==> src/rtl/lbp_tile_engine_if.sv <==
// Frame handshake plus gray-read and LBP-write buses of lbp_tile_engine.
// The engine connects through the master modport, the memories/controller through slave.
interface lbp_tile_engine_if #(
  parameter int AW = 6,
  parameter int DW = 8
);
  logic          start;
  logic          busy;
  logic          finish;
  logic [AW-1:0] gray_addr;
  logic          gray_req;
  logic [DW-1:0] gray_data;
  logic [AW-1:0] lbp_addr;
  logic          lbp_write;
  logic [7:0]    lbp_data;

  modport master (
    input  start, gray_data,
    output busy, finish, gray_addr, gray_req, lbp_addr, lbp_write, lbp_data
  );

  modport slave (
    output start, gray_data,
    input  busy, finish, gray_addr, gray_req, lbp_addr, lbp_write, lbp_data
  );
endinterface

==> src/rtl/lbp_tile_engine.sv <==
// Sliding 3x3 LBP engine: one 8-bit code per interior pixel of an IMG_W x IMG_H frame.
// Define LBP_BORDER_FILL_EN to additionally write 8'h00 to every border pixel.
module lbp_tile_engine #(
  parameter int IMG_W = 8,
  parameter int IMG_H = 8,
  parameter int DW    = 8,
  parameter int AW    = 6
) (
  input  logic              clk,
  input  logic              reset,
  lbp_tile_engine_if.master bus
);

  typedef enum logic [2:0] {
    S_IDLE,
    S_PRIME,
    S_SHIFT,
    S_DRAIN,
    S_WRITE,
`ifdef LBP_BORDER_FILL_EN
    S_BORDER,
`endif
    S_DONE
  } state_t;

  localparam logic [AW-1:0] ZERO_C = {AW{1'b0}};
  localparam logic [AW-1:0] ONE_C  = {{(AW-1){1'b0}}, 1'b1};
  localparam logic [AW-1:0] W_C    = AW'(IMG_W);
  localparam logic [AW-1:0] X_LAST = AW'(IMG_W - 2);
  localparam logic [AW-1:0] Y_LAST = AW'(IMG_H - 2);
`ifdef LBP_BORDER_FILL_EN
  localparam logic [AW-1:0] W_MAX  = AW'(IMG_W - 1);
  localparam logic [AW-1:0] H_MAX  = AW'(IMG_H - 1);
`endif

  state_t        state_q, state_d;
  logic [AW-1:0] x_q, x_d, y_q, y_d;
  logic [1:0]    col_q, col_d, row_q, row_d;
  logic          cap_q, cap_d;
  logic [DW-1:0] win_q [9];
  logic [DW-1:0] win_d [9];
  logic          busy_q, busy_d, finish_q, finish_d;
  logic          gray_req_q, gray_req_d, lbp_write_q, lbp_write_d;
  logic [AW-1:0] gray_addr_q, gray_addr_d, lbp_addr_q, lbp_addr_d;
  logic [7:0]    lbp_data_q, lbp_data_d;
  logic [7:0]    code_s;
  logic [AW-1:0] rd_row_s, rd_col_s;
`ifdef LBP_BORDER_FILL_EN
  logic [1:0]    bph_q, bph_d;
  logic [AW-1:0] bi_q, bi_d;
`endif

  function automatic logic ge_f(input logic [DW-1:0] n, input logic [DW-1:0] c);
    return (n >= c);
  endfunction

  // Window is a 9-deep column-major shift register: three captures slide it one column.
  always_comb begin
    if (cap_q) begin
      for (int i = 0; i < 8; i++) win_d[i] = win_q[i+1];
      win_d[8] = bus.gray_data;
    end else begin
      for (int i = 0; i < 9; i++) win_d[i] = win_q[i];
    end
  end

  // Code is taken from the post-capture window so DRAIN can register it directly.
  always_comb begin
    code_s = {ge_f(win_d[8], win_d[4]), ge_f(win_d[5], win_d[4]),
              ge_f(win_d[2], win_d[4]), ge_f(win_d[7], win_d[4]),
              ge_f(win_d[1], win_d[4]), ge_f(win_d[6], win_d[4]),
              ge_f(win_d[3], win_d[4]), ge_f(win_d[0], win_d[4])};
  end

  // Next-state and position counters.
  always_comb begin
    state_d  = state_q;
    x_d      = x_q;
    y_d      = y_q;
    col_d    = col_q;
    row_d    = row_q;
    finish_d = finish_q;
`ifdef LBP_BORDER_FILL_EN
    bph_d    = bph_q;
    bi_d     = bi_q;
`endif
    case (state_q)
      S_IDLE: begin
        if (bus.start) begin
          state_d  = S_PRIME;
          x_d      = ONE_C;
          y_d      = ONE_C;
          col_d    = 2'd0;
          row_d    = 2'd0;
          finish_d = 1'b0;
        end else begin
          state_d  = S_IDLE;
        end
      end
      S_PRIME, S_SHIFT: begin
        if (row_q == 2'd2) begin
          row_d = 2'd0;
          if (col_q == 2'd2) begin
            state_d = S_DRAIN;
          end else begin
            col_d = col_q + 2'd1;
          end
        end else begin
          row_d = row_q + 2'd1;
        end
      end
      S_DRAIN: state_d = S_WRITE;
      S_WRITE: begin
        if (x_q < X_LAST) begin
          x_d     = x_q + ONE_C;
          col_d   = 2'd2;
          row_d   = 2'd0;
          state_d = S_SHIFT;
        end else if (y_q < Y_LAST) begin
          x_d     = ONE_C;
          y_d     = y_q + ONE_C;
          col_d   = 2'd0;
          row_d   = 2'd0;
          state_d = S_PRIME;
        end else begin
`ifdef LBP_BORDER_FILL_EN
          state_d = S_BORDER;
          bph_d   = 2'd0;
          bi_d    = ZERO_C;
`else
          state_d = S_DONE;
`endif
        end
      end
`ifdef LBP_BORDER_FILL_EN
      // Phases: 0 top row, 1 bottom row, 2 left column, 3 right column (corners skipped).
      S_BORDER: begin
        if (!bph_q[1]) begin
          if (bi_q == W_MAX) begin
            bph_d = bph_q + 2'd1;
            bi_d  = bph_q[0] ? ONE_C : ZERO_C;
          end else begin
            bi_d  = bi_q + ONE_C;
          end
        end else begin
          if (bi_q == Y_LAST) begin
            if (bph_q[0]) begin
              state_d = S_DONE;
            end else begin
              bph_d = 2'd3;
              bi_d  = ONE_C;
            end
          end else begin
            bi_d = bi_q + ONE_C;
          end
        end
      end
`endif
      S_DONE:  state_d = S_IDLE;
      default: state_d = S_IDLE;
    endcase
    if (state_d == S_DONE) begin
      finish_d = 1'b1;
    end else begin
      finish_d = finish_d;
    end
  end

  // Output registers are loaded from the next state so they line up with state_q.
  always_comb begin
    rd_row_s    = y_d + AW'(row_d) - ONE_C;
    rd_col_s    = x_d + AW'(col_d) - ONE_C;
    cap_d       = gray_req_q;
    gray_req_d  = (state_d == S_PRIME) || (state_d == S_SHIFT);
    busy_d      = !((state_d == S_IDLE) || (state_d == S_DONE));
    if (gray_req_d) begin
      gray_addr_d = rd_row_s * W_C + rd_col_s;
    end else begin
      gray_addr_d = ZERO_C;
    end
    if (state_d == S_WRITE) begin
      lbp_write_d = 1'b1;
      lbp_addr_d  = y_d * W_C + x_d;
      lbp_data_d  = code_s;
    end
`ifdef LBP_BORDER_FILL_EN
    else if (state_d == S_BORDER) begin
      lbp_write_d = 1'b1;
      lbp_data_d  = 8'h00;
      case (bph_d)
        2'd0:    lbp_addr_d = bi_d;
        2'd1:    lbp_addr_d = H_MAX * W_C + bi_d;
        2'd2:    lbp_addr_d = bi_d * W_C;
        2'd3:    lbp_addr_d = bi_d * W_C + W_MAX;
        default: lbp_addr_d = ZERO_C;
      endcase
    end
`endif
    else begin
      lbp_write_d = 1'b0;
      lbp_addr_d  = ZERO_C;
      lbp_data_d  = 8'h00;
    end
  end

  // State, counters, window and registered outputs.
  always_ff @(posedge clk or posedge reset) begin
    if (reset) begin
      state_q     <= S_IDLE;
      x_q         <= ZERO_C;
      y_q         <= ZERO_C;
      col_q       <= 2'd0;
      row_q       <= 2'd0;
      cap_q       <= 1'b0;
      busy_q      <= 1'b0;
      finish_q    <= 1'b0;
      gray_req_q  <= 1'b0;
      gray_addr_q <= ZERO_C;
      lbp_write_q <= 1'b0;
      lbp_addr_q  <= ZERO_C;
      lbp_data_q  <= 8'h00;
`ifdef LBP_BORDER_FILL_EN
      bph_q       <= 2'd0;
      bi_q        <= ZERO_C;
`endif
      for (int i = 0; i < 9; i++) win_q[i] <= {DW{1'b0}};
    end else begin
      state_q     <= state_d;
      x_q         <= x_d;
      y_q         <= y_d;
      col_q       <= col_d;
      row_q       <= row_d;
      cap_q       <= cap_d;
      busy_q      <= busy_d;
      finish_q    <= finish_d;
      gray_req_q  <= gray_req_d;
      gray_addr_q <= gray_addr_d;
      lbp_write_q <= lbp_write_d;
      lbp_addr_q  <= lbp_addr_d;
      lbp_data_q  <= lbp_data_d;
`ifdef LBP_BORDER_FILL_EN
      bph_q       <= bph_d;
      bi_q        <= bi_d;
`endif
      for (int i = 0; i < 9; i++) win_q[i] <= win_d[i];
    end
  end

  assign bus.busy      = busy_q;
  assign bus.finish    = finish_q;
  assign bus.gray_req  = gray_req_q;
  assign bus.gray_addr = gray_addr_q;
  assign bus.lbp_write = lbp_write_q;
  assign bus.lbp_addr  = lbp_addr_q;
  assign bus.lbp_data  = lbp_data_q;

endmodule

==> src/flat_wrapper.sv <==
// flat-port wrapper written by rule: the top's interface ports become plain ports
module lbp_tile_engine_flat 
#(
  parameter int IMG_W = 8,
  parameter int IMG_H = 8,
  parameter int DW    = 8,
  parameter int AW    = 6
)
  (clk, reset, bus_start, bus_gray_data, bus_busy, bus_finish, bus_gray_addr, bus_gray_req, bus_lbp_addr, bus_lbp_write, bus_lbp_data);
  lbp_tile_engine_if #(.AW(AW), .DW(DW)) bus_i ();
  input  logic clk;
  input  logic reset;
  input wire logic [$bits(bus_i.start)-1:0] bus_start;
  input wire logic [$bits(bus_i.gray_data)-1:0] bus_gray_data;
  output wire logic [$bits(bus_i.busy)-1:0] bus_busy;
  output wire logic [$bits(bus_i.finish)-1:0] bus_finish;
  output wire logic [$bits(bus_i.gray_addr)-1:0] bus_gray_addr;
  output wire logic [$bits(bus_i.gray_req)-1:0] bus_gray_req;
  output wire logic [$bits(bus_i.lbp_addr)-1:0] bus_lbp_addr;
  output wire logic [$bits(bus_i.lbp_write)-1:0] bus_lbp_write;
  output wire logic [$bits(bus_i.lbp_data)-1:0] bus_lbp_data;
  assign bus_i.start = bus_start;
  assign bus_i.gray_data = bus_gray_data;
  assign bus_busy = bus_i.busy;
  assign bus_finish = bus_i.finish;
  assign bus_gray_addr = bus_i.gray_addr;
  assign bus_gray_req = bus_i.gray_req;
  assign bus_lbp_addr = bus_i.lbp_addr;
  assign bus_lbp_write = bus_i.lbp_write;
  assign bus_lbp_data = bus_i.lbp_data;
  lbp_tile_engine #(.IMG_W(IMG_W), .IMG_H(IMG_H), .DW(DW), .AW(AW)) u_core (.clk(clk), .reset(reset), .bus(bus_i));
endmodule
==> config.mk <==
export PLATFORM = sky130hd
export DESIGN_NAME = lbp_tile_engine_flat
export DESIGN_NICKNAME = d
export VERILOG_FILES = /design/src/rtl/lbp_tile_engine_if.sv /design/src/rtl/lbp_tile_engine.sv /design/src/flat_wrapper.sv
export SDC_FILE = /design/constraint.sdc
export NUM_CORES = 1
export LEC_CHECK = 0
export CAP_MARGIN = 20
export CORE_MARGIN = 2
export CORE_UTILIZATION = 40
export CTS_CLUSTER_DIAMETER = 40
export DETAILED_ROUTE_END_ITERATION = 7
export GPL_ROUTABILITY_DRIVEN = 0
export GPL_TIMING_DRIVEN = 0
export MAX_ROUTING_LAYER = met4
export PLACE_DENSITY = 0.68
export REMOVE_ABC_BUFFERS = 1
export SYNTH_ARGS = -nofsm -noshare
export SYNTH_HDL_FRONTEND = slang
export SYNTH_SLANG_ARGS = --single-unit
==> constraint.sdc <==
create_clock -name clk -period 11 [get_ports clk]
set_clock_uncertainty 0.15 [all_clocks]
set_input_delay 1.1 -clock clk [delete_from_list [all_inputs] [get_ports clk]]
set_output_delay 1.1 -clock clk [all_outputs]
set_load 0.03 [all_outputs]
==> impl_metrics.xml, run 1 <==
<?xml version="1.0" encoding="UTF-8"?>
<metrics>
  <group name="synth">
    <metric name="per_instance_average_area_after_synthesis" unit="sq um">12.5</metric>
    <metric name="synth_sequential_area_ratio" unit="">0.473</metric>
    <metric name="ys_flop_type" unit="">sky130_fd_sc_hd__dfrtp_1</metric>
    <metric name="number_of_synthesized_flops_with_an_enable_pin" unit="">0</metric>
    <metric name="async_reset_ff_frac" unit="">1.00</metric>
    <metric name="ys_ff_latch" unit="">116</metric>
    <metric name="postSynthCellCount" unit="">491</metric>
    <metric name="synth.cell_area" unit="sq um">6140</metric>
    <metric name="synth.yosys.warnings" unit="">0</metric>
    <metric name="ys_types" unit="">50</metric>
  </group>
  <group name="worst_setup_path">
    <metric name="worst-endpoint-required" unit="ns">11.14</metric>
    <metric name="critPathMaxFanout" unit="">6</metric>
    <metric name="setup.worst_path.class" unit="">primary input to flip-flop</metric>
    <metric name="cp_data_arrival_time" unit="ns">4.18</metric>
    <metric name="critical_path.startpoint_type" unit="">primary input</metric>
    <metric name="critical_path.endpoint_type" unit="">flip-flop</metric>
    <metric name="rrSetupSlack" unit="ns">7.08</metric>
  </group>
  <group name="floorplan">
    <metric name="num_io_pins" unit="">35</metric>
    <metric name="die_width" unit="um">128</metric>
    <metric name="core.rowCount" unit="">45</metric>
    <metric name="initial_core_util" unit="">0.407</metric>
    <metric name="die_height" unit="um">128</metric>
    <metric name="fp.coreArea" unit="sq um">15100</metric>
    <metric name="die_area" unit="sq um">16400</metric>
  </group>
  <group name="drt">
    <metric name="vias_per_cell" unit="">5.19</metric>
    <metric name="detailed_route_iter0_violations" unit="">131</metric>
    <metric name="post-route-drc-count" unit="">0</metric>
    <metric name="wl_per_cell" unit="um">15.7</metric>
    <metric name="dr_total_vias" unit="">3806</metric>
    <metric name="iteration_count_of_the_initial_detailed_routing_pass" unit="">4</metric>
    <metric name="antenna_left" unit="">0</metric>
    <metric name="drt_wl_total" unit="um">11500</metric>
  </group>
  <group name="power">
    <metric name="power" unit="W">0.00257</metric>
    <metric name="p_leak" unit="nW">3.56</metric>
    <metric name="power_density" unit="nW/um^2">354</metric>
    <metric name="ir_worst_vdd" unit="mV">0.310</metric>
  </group>
  <group name="outcome">
    <metric name="status" unit="">finished, final reports clean</metric>
  </group>
  <group name="final_layout">
    <metric name="layout.cells.most_common" unit="">sky130_fd_sc_hd__dfrtp_1</metric>
    <metric name="final_cell_mix" unit="">sky130_fd_sc_hd__dfrtp_1 (115), sky130_fd_sc_hd__ha_1 (80), sky130_fd_sc_hd__mux2_2 (58)</metric>
    <metric name="final_core_util" unit="">0.481</metric>
    <metric name="drive_gt1_frac" unit="">0.183</metric>
    <metric name="antenna-diode-count" unit="">0</metric>
    <metric name="area.growth.synth_to_final" unit="%">18.1</metric>
    <metric name="fin_nets" unit="">626</metric>
  </group>
  <group name="sta">
    <metric name="timing.max_slew.rel_slack" unit="">0.384</metric>
    <metric name="finalSetupViolCount" unit="">0</metric>
    <metric name="tightestPinTransition" unit="ns">0.898</metric>
    <metric name="final_period_minus_worst_setup_slack" unit="ns">4.04</metric>
    <metric name="hold_violations" unit="">0</metric>
    <metric name="fin_setup_tns" unit="ns">0</metric>
    <metric name="finalMaxSlewViolations" unit="">0</metric>
    <metric name="post-route-period-util" unit="">0.367</metric>
    <metric name="grt_setup_unrepaired" unit="">no</metric>
    <metric name="maxClockFrequency" unit="MHz">248</metric>
  </group>
  <group name="clock_network">
    <metric name="cts.sinks" unit="">116</metric>
    <metric name="maximum_level_of_the_cts_h_tree" unit="">4</metric>
    <metric name="clock_latency" unit="ns">0.41</metric>
    <metric name="tritoncts.num_buffers" unit="">17</metric>
    <metric name="buffer_cell_driving_the_clock_tree_root" unit="">sky130_fd_sc_hd__clkbuf_16</metric>
    <metric name="cts_resized" unit="">0</metric>
    <metric name="clk_pin_slew" unit="ns">0.05</metric>
    <metric name="post_cts.repair.setup_buffers" unit="">0</metric>
    <metric name="clockBufferDepth" unit="">2</metric>
    <metric name="cts_tree" unit="">done</metric>
    <metric name="hold_buffers" unit="">0</metric>
  </group>
  <group name="grt">
    <metric name="grt_pass1_wl" unit="um">19800</metric>
    <metric name="grt_pass1_vias" unit="">4191</metric>
    <metric name="grt_util_all_layers" unit="">0.160</metric>
    <metric name="maximum_number_of_pins_on_one_net_before_global_route_repair" unit="">101</metric>
    <metric name="overflow" unit="">0</metric>
    <metric name="antenna_found_initial" unit="">0</metric>
  </group>
  <group name="run">
    <metric name="max_cap_violations" unit="">0</metric>
  </group>
  <group name="placement">
    <metric name="port_buffers" unit="">34</metric>
    <metric name="dp_hpwl" unit="um">8010</metric>
  </group>
  <group name="hold_path">
    <metric name="worst_hold_path_type" unit="">flip-flop to flip-flop</metric>
  </group>
</metrics>
==> cell usage after synthesis, types with 2 or more instances <==
cell type	count	share of area
sky130_fd_sc_hd__clkbuf_1	7	0.0043
sky130_fd_sc_hd__mux2_2	58	0.11
sky130_fd_sc_hd__nor2b_1	3	0.0031
sky130_fd_sc_hd__xor2_1	4	0.0057
sky130_fd_sc_hd__o21ai_0	18	0.015
sky130_fd_sc_hd__a21oi_1	8	0.0065
sky130_fd_sc_hd__o211a_1	8	0.013
sky130_fd_sc_hd__ha_1	80	0.16
sky130_fd_sc_hd__a21o_1	21	0.026
sky130_fd_sc_hd__a22oi_1	3	0.0037
sky130_fd_sc_hd__buf_6	2	0.0037
sky130_fd_sc_hd__o21a_1	2	0.0024
sky130_fd_sc_hd__and2_1	8	0.0082
sky130_fd_sc_hd__inv_1	35	0.021
sky130_fd_sc_hd__dfrtp_1	116	0.47
sky130_fd_sc_hd__nand2_1	11	0.0067
sky130_fd_sc_hd__a2111o_1	2	0.0037
sky130_fd_sc_hd__nand3_1	3	0.0024
sky130_fd_sc_hd__a211oi_1	16	0.020
sky130_fd_sc_hd__and3_1	3	0.0031
sky130_fd_sc_hd__fa_1	2	0.0065
sky130_fd_sc_hd__mux2i_1	16	0.026
sky130_fd_sc_hd__nand2b_1	9	0.0092
sky130_fd_sc_hd__xnor2_1	5	0.0071
sky130_fd_sc_hd__nor2_1	18	0.011
sky130_fd_sc_hd__buf_2	2	0.0016
sky130_fd_sc_hd__o2111ai_1	8	0.011
==> logic make-up after synthesis <==
family / Yosys count / synth area share
AOI/OAI and AO/OA: 95 / 0.117
xor gates and xnor gates: 9 / 0.0128
adders and majority gates: 82 / 0.170
buffers and inverters: 49 / 0.0334
DFF: 116 / 0.473
muxes: 75 / 0.135
and+or+nand+nor: 65 / 0.0591
==> critical path: stages <==
cell and delay, ns:
sky130_fd_sc_hd__clkdlybuf4s50_1 0.52, sky130_fd_sc_hd__nor3_1 0.24, sky130_fd_sc_hd__nor3b_1 0.09, sky130_fd_sc_hd__a21oi_2 0.22, sky130_fd_sc_hd__nand2_1 0.10, sky130_fd_sc_hd__o21a_1 0.13, sky130_fd_sc_hd__ha_1 0.27, sky130_fd_sc_hd__inv_1 0.04
sky130_fd_sc_hd__ha_1 0.26, sky130_fd_sc_hd__inv_1 0.04, sky130_fd_sc_hd__ha_1 0.26, sky130_fd_sc_hd__inv_1 0.04, sky130_fd_sc_hd__ha_1 0.31, sky130_fd_sc_hd__a21oi_1 0.17, sky130_fd_sc_hd__xnor2_1 0.18, sky130_fd_sc_hd__xnor2_1 0.15
sky130_fd_sc_hd__nor2_1 0.06
==> flip-flops by register name, indices dropped and copies added (netlist names), 2 cells and up <==
| signal | flops |
|---|---|
| u_core.bus.gray_addr | 6 |
| u_core.bus.lbp_addr | 6 |
| u_core.bus.lbp_data | 8 |
| u_core.col_q | 2 |
| u_core.row_q | 2 |
| u_core.state_q | 3 |
| u_core.win_q | 72 |
| u_core.x_q | 6 |
| u_core.y_q | 6 |
==> path summary, 6_finish.rpt <==
path / startpoint / end / depth (start not counted)
max in group asynchronous: reset / u_core.cap_q / 3
min in group asynchronous: reset / u_core.bus.gray_addr[5] / 2
hold reg to reg: u_core.bus.gray_req / u_core.cap_q / 0
setup / recovery: bus_start / u_core.bus.gray_addr[5] / 17
hold / removal: u_core.bus.gray_req / u_core.cap_q / 0
setup reg to reg: u_core.state_q[2] / u_core.bus.gray_addr[5] / 15
==> layout make-up <==
type	instances	area, sq um
Sequential cell	116	2910
Inverter	36	140
Multi-Input combinational cell	326	3030
Clock inverter	4	20.0
Tap cell	188	235
Fill cell	1349	7840
Clock buffer	27	523
Timing Repair Buffer	36	395
==> report_power, final <==
group	switching (W)	internal, W
combinational	0.000719	0.000655
sequential	0.0000965	0.000595
clock	0.000179	0.000320
total	0.000995	0.00157
==> metal layers <==
layer / track usage / up-vias / share of wire
met5: - / - / 0
met4: 0.0582 / 0 / 0.014
met3: 0.0492 / 13 / 0.032
met2: 0.269 / 53 / 0.52
met1: 0.179 / 1871 / 0.43
li1: - / 1869 / -
==> through the flow <==
stage               worst slack (ns)  std cells  hold slack, ns  instance area, sq um
floorplan                       6.68        478           0.302                  6070
global placement                5.04        700           0.217                  6640
detailed placement              6.55        702           0.220                  6710
CTS                             7.00        733           0.228                  7250
global route                    6.75        733           0.235                  7250
finish                          6.96        733           0.225                  7250
(Power assumes the default switching activity.)
==> run 2, diff against run 1 <==
==> constraint.sdc (replaced) <==
create_clock -name clk -period 4.01 [get_ports clk]
set_clock_uncertainty 0.15 [all_clocks]
set_input_delay 0.401 -clock clk [delete_from_list [all_inputs] [get_ports clk]]
set_output_delay 0.401 -clock clk [all_outputs]
set_load 0.03 [all_outputs]
==> run 2 against run 1 <==
  * Sequential share of layout area barely moved
  * Cell count did not move
  * Routed wire length fell by 0.18%
==> impl_metrics.xml, run 2 (synthesis gave the netlist of run 1 again) <==
<?xml version="1.0" encoding="UTF-8"?>
<metrics>
  <group name="sta">
    <metric name="layout_setup_ws" unit="ns">0.361</metric>
    <metric name="final_period_minus_worst_setup_slack" unit="ns">3.65</metric>
    <metric name="grt_setup_unrepaired" unit="">no</metric>
    <metric name="finalMaxSlewViolations" unit="">0</metric>
    <metric name="timing.max_slew.rel_slack" unit="">0.384</metric>
    <metric name="hold_violations" unit="">0</metric>
    <metric name="fin_setup_tns" unit="ns">0</metric>
    <metric name="finalSetupViolCount" unit="">0</metric>
    <metric name="tightestPinTransition" unit="ns">0.898</metric>
    <metric name="post-route-period-util" unit="">0.910</metric>
    <metric name="maxClockFrequency" unit="MHz">274</metric>
  </group>
  <group name="grt">
    <metric name="maximum_number_of_pins_on_one_net_before_global_route_repair" unit="">101</metric>
    <metric name="grt_pass1_vias" unit="">4191</metric>
    <metric name="grt_pass1_wl" unit="um">19800</metric>
    <metric name="antenna_found_initial" unit="">0</metric>
    <metric name="grt_util_all_layers" unit="">0.160</metric>
    <metric name="overflow" unit="">0</metric>
  </group>
  <group name="worst_setup_path">
    <metric name="worstRegToRegCells" unit="">15</metric>
    <metric name="critPathMaxFanout" unit="">5</metric>
    <metric name="worst-endpoint-required" unit="ns">4.15</metric>
    <metric name="crit_path_cell_trace" unit="">a2111oi_2 -&gt; nor2_1 -&gt; o21ai_0 -&gt; a21o_1 -&gt; ha_1 -&gt; inv_1 -&gt; ha_1 -&gt; inv_1 -&gt; ha_1 -&gt; inv_1 -&gt; ha_1 -&gt; a21oi_1 -&gt; xnor2_1 -&gt; xnor2_1 -&gt; nor2_1</metric>
    <metric name="cp_slowest_stage_delay" unit="ns">0.69</metric>
    <metric name="critical_path.endpoint_type" unit="">flip-flop</metric>
    <metric name="crit_path_top_delay_cell" unit="">sky130_fd_sc_hd__a2111oi_2</metric>
    <metric name="setup.worst_path.class" unit="">flip-flop to flip-flop</metric>
    <metric name="rrSetupSlack" unit="ns">0.36</metric>
    <metric name="worst_r2r_endpoint" unit="">u_core.bus.gray_addr[5]</metric>
    <metric name="cp_data_arrival_time" unit="ns">3.79</metric>
    <metric name="crit-reg2reg-launch" unit="">u_core.x_q[1]</metric>
    <metric name="critical_path.most_common_cell" unit="">sky130_fd_sc_hd__ha_1</metric>
    <metric name="critical_path.startpoint_type" unit="">flip-flop</metric>
  </group>
  <group name="power">
    <metric name="ir_worst_vdd" unit="mV">0.851</metric>
    <metric name="p_leak" unit="nW">3.56</metric>
    <metric name="power_density" unit="nW/um^2">971</metric>
  </group>
  <group name="clock_network">
    <metric name="hold_buffers" unit="">0</metric>
    <metric name="clk_pin_slew" unit="ns">0.05</metric>
    <metric name="tritoncts.num_buffers" unit="">17</metric>
    <metric name="cts.sinks" unit="">116</metric>
    <metric name="clockBufferDepth" unit="">2</metric>
    <metric name="cts_tree" unit="">done</metric>
    <metric name="maximum_level_of_the_cts_h_tree" unit="">4</metric>
    <metric name="clock_latency" unit="ns">0.41</metric>
    <metric name="buffer_cell_driving_the_clock_tree_root" unit="">sky130_fd_sc_hd__clkbuf_16</metric>
  </group>
  <group name="floorplan">
    <metric name="die_height" unit="um">128</metric>
    <metric name="initial_core_util" unit="">0.407</metric>
    <metric name="num_io_pins" unit="">35</metric>
    <metric name="die_width" unit="um">128</metric>
    <metric name="die_area" unit="sq um">16400</metric>
    <metric name="core.rowCount" unit="">45</metric>
    <metric name="fp.coreArea" unit="sq um">15100</metric>
  </group>
  <group name="drt">
    <metric name="dr_total_vias" unit="">3792</metric>
    <metric name="wl_per_cell" unit="um">15.6</metric>
    <metric name="antenna_left" unit="">0</metric>
    <metric name="iteration_count_of_the_initial_detailed_routing_pass" unit="">4</metric>
    <metric name="detailed_route_iter0_violations" unit="">128</metric>
    <metric name="drt_wl_total" unit="um">11500</metric>
    <metric name="vias_per_cell" unit="">5.17</metric>
    <metric name="post-route-drc-count" unit="">0</metric>
  </group>
  <group name="final_layout">
    <metric name="area.growth.synth_to_final" unit="%">18.1</metric>
    <metric name="multi_input_comb_area" unit="sq um">3030</metric>
    <metric name="antenna-diode-count" unit="">0</metric>
    <metric name="num-fill-cells" unit="">1348</metric>
    <metric name="number_of_flip_flops_under_the_largest_register_name" unit="">72</metric>
    <metric name="ff_latch_area" unit="sq um">2910</metric>
    <metric name="drive_gt1_frac" unit="">0.185</metric>
    <metric name="final_cell_mix" unit="">sky130_fd_sc_hd__dfrtp_1 (114), sky130_fd_sc_hd__ha_1 (80), sky130_fd_sc_hd__mux2_2 (58)</metric>
    <metric name="final_cell_area" unit="sq um">7250</metric>
    <metric name="fin_nets" unit="">626</metric>
    <metric name="largest_register" unit="">u_core.win_q</metric>
    <metric name="layout.cells.most_common" unit="">sky130_fd_sc_hd__dfrtp_1</metric>
  </group>
  <group name="placement">
    <metric name="port_buffers" unit="">34</metric>
    <metric name="dp_hpwl" unit="um">8010</metric>
    <metric name="dpl_worst_slack" unit="ns">0.111</metric>
    <metric name="standard_cell_area_after_detailed_placement" unit="sq um">6710</metric>
  </group>
  <group name="run">
    <metric name="max_cap_violations" unit="">0</metric>
  </group>
  <group name="outcome">
    <metric name="status" unit="">finished, final reports clean</metric>
  </group>
  <group name="hold_path">
    <metric name="worst_hold_path_type" unit="">primary input to async pin</metric>
  </group>
</metrics>
-- run 2: timing repair --
action | 4_1_cts | 5_1_grt
setup buffers | 0 | 0
setup endpoints to repair | 0 | 1
gates resized for setup | 0 | 2
-- run 2: through the flow --
stage	hold slack, ns	total power, W	instances	utilization
floorplan	0.302	0.00472	478	-
global placement	0.217	0.00550	700	0.440
detailed placement	0.220	0.00566	702	0.445
CTS	0.118	0.00712	733	0.481
global route	0.123	0.00773	733	0.481
finish	0.131	0.00704	733	0.481
-- run 2: cell type report --
| cell class | instances | share of cell area |
|---|---|---|
| Multi-Input combinational cell | 326 | 0.418 |
| Sequential cell | 116 | 0.401 |
| Clock buffer | 27 | 0.0721 |
| Timing Repair Buffer | 36 | 0.0545 |
| Tap cell | 188 | 0.0324 |
| Inverter | 36 | 0.0193 |
| Clock inverter | 4 | 0.00276 |
-- run 2: metal layers --
metal	part of all wire	GRT usage
met5	0	-
met4	0.014	0.0582
met1	0.44	0.179
met3	0.031	0.0492
met2	0.52	0.269
-- run 2: worst max-delay path, delay by kind of cell, from the launching register on --
kind / cells / cell delay [ns]
AO/OA/AOI/OAI: 4 / 1.29
adder cells (fa/ha/maj): 4 / 0.97
flip-flops: 1 / 0.43
buffers and inverters: 3 / 0.12
AND/OR/NAND/NOR: 2 / 0.23
XOR/XNOR: 2 / 0.33
-- run 2: worst max-delay path by stage --
stage	slack, ns	from	depth (start not counted)	endpoint
floorplan	0.22	u_core.cap_q	6	u_core.bus.lbp_data[4]
global placement	-1.26	reset	2	u_core.win_q[64]
detailed placement	0.11	u_core.state_q[2]	15	u_core.bus.gray_addr[5]
CTS	0.09	u_core.state_q[2]	15	u_core.bus.gray_addr[5]
global route	0.05	u_core.x_q[1]	15	u_core.bus.gray_addr[5]
finish	0.36	u_core.x_q[1]	15	u_core.bus.gray_addr[5]
-- run 2: power by group --
group	leakage (nW)	internal, W	switching, W	total [W]
Sequential	1.41	0.00163	0.000264	0.00190
Combinational	1.88	0.00180	0.00197	0.00377
Clock	0.273	0.000878	0.000493	0.00137
Total	3.56	0.00431	0.00273	0.00704
==> run 3, diff against run 2 <==
--- a/config.mk
+++ b/config.mk
@@ -5,7 +5,6 @@
 export SDC_FILE = /design/constraint.sdc
 export NUM_CORES = 1
 export LEC_CHECK = 0
-export CAP_MARGIN = 20
 export CORE_MARGIN = 2
 export CORE_UTILIZATION = 40
 export CTS_CLUSTER_DIAMETER = 40
==> results of run 3 <==
Final layout, timing and power as in run 2 (identical DEF).
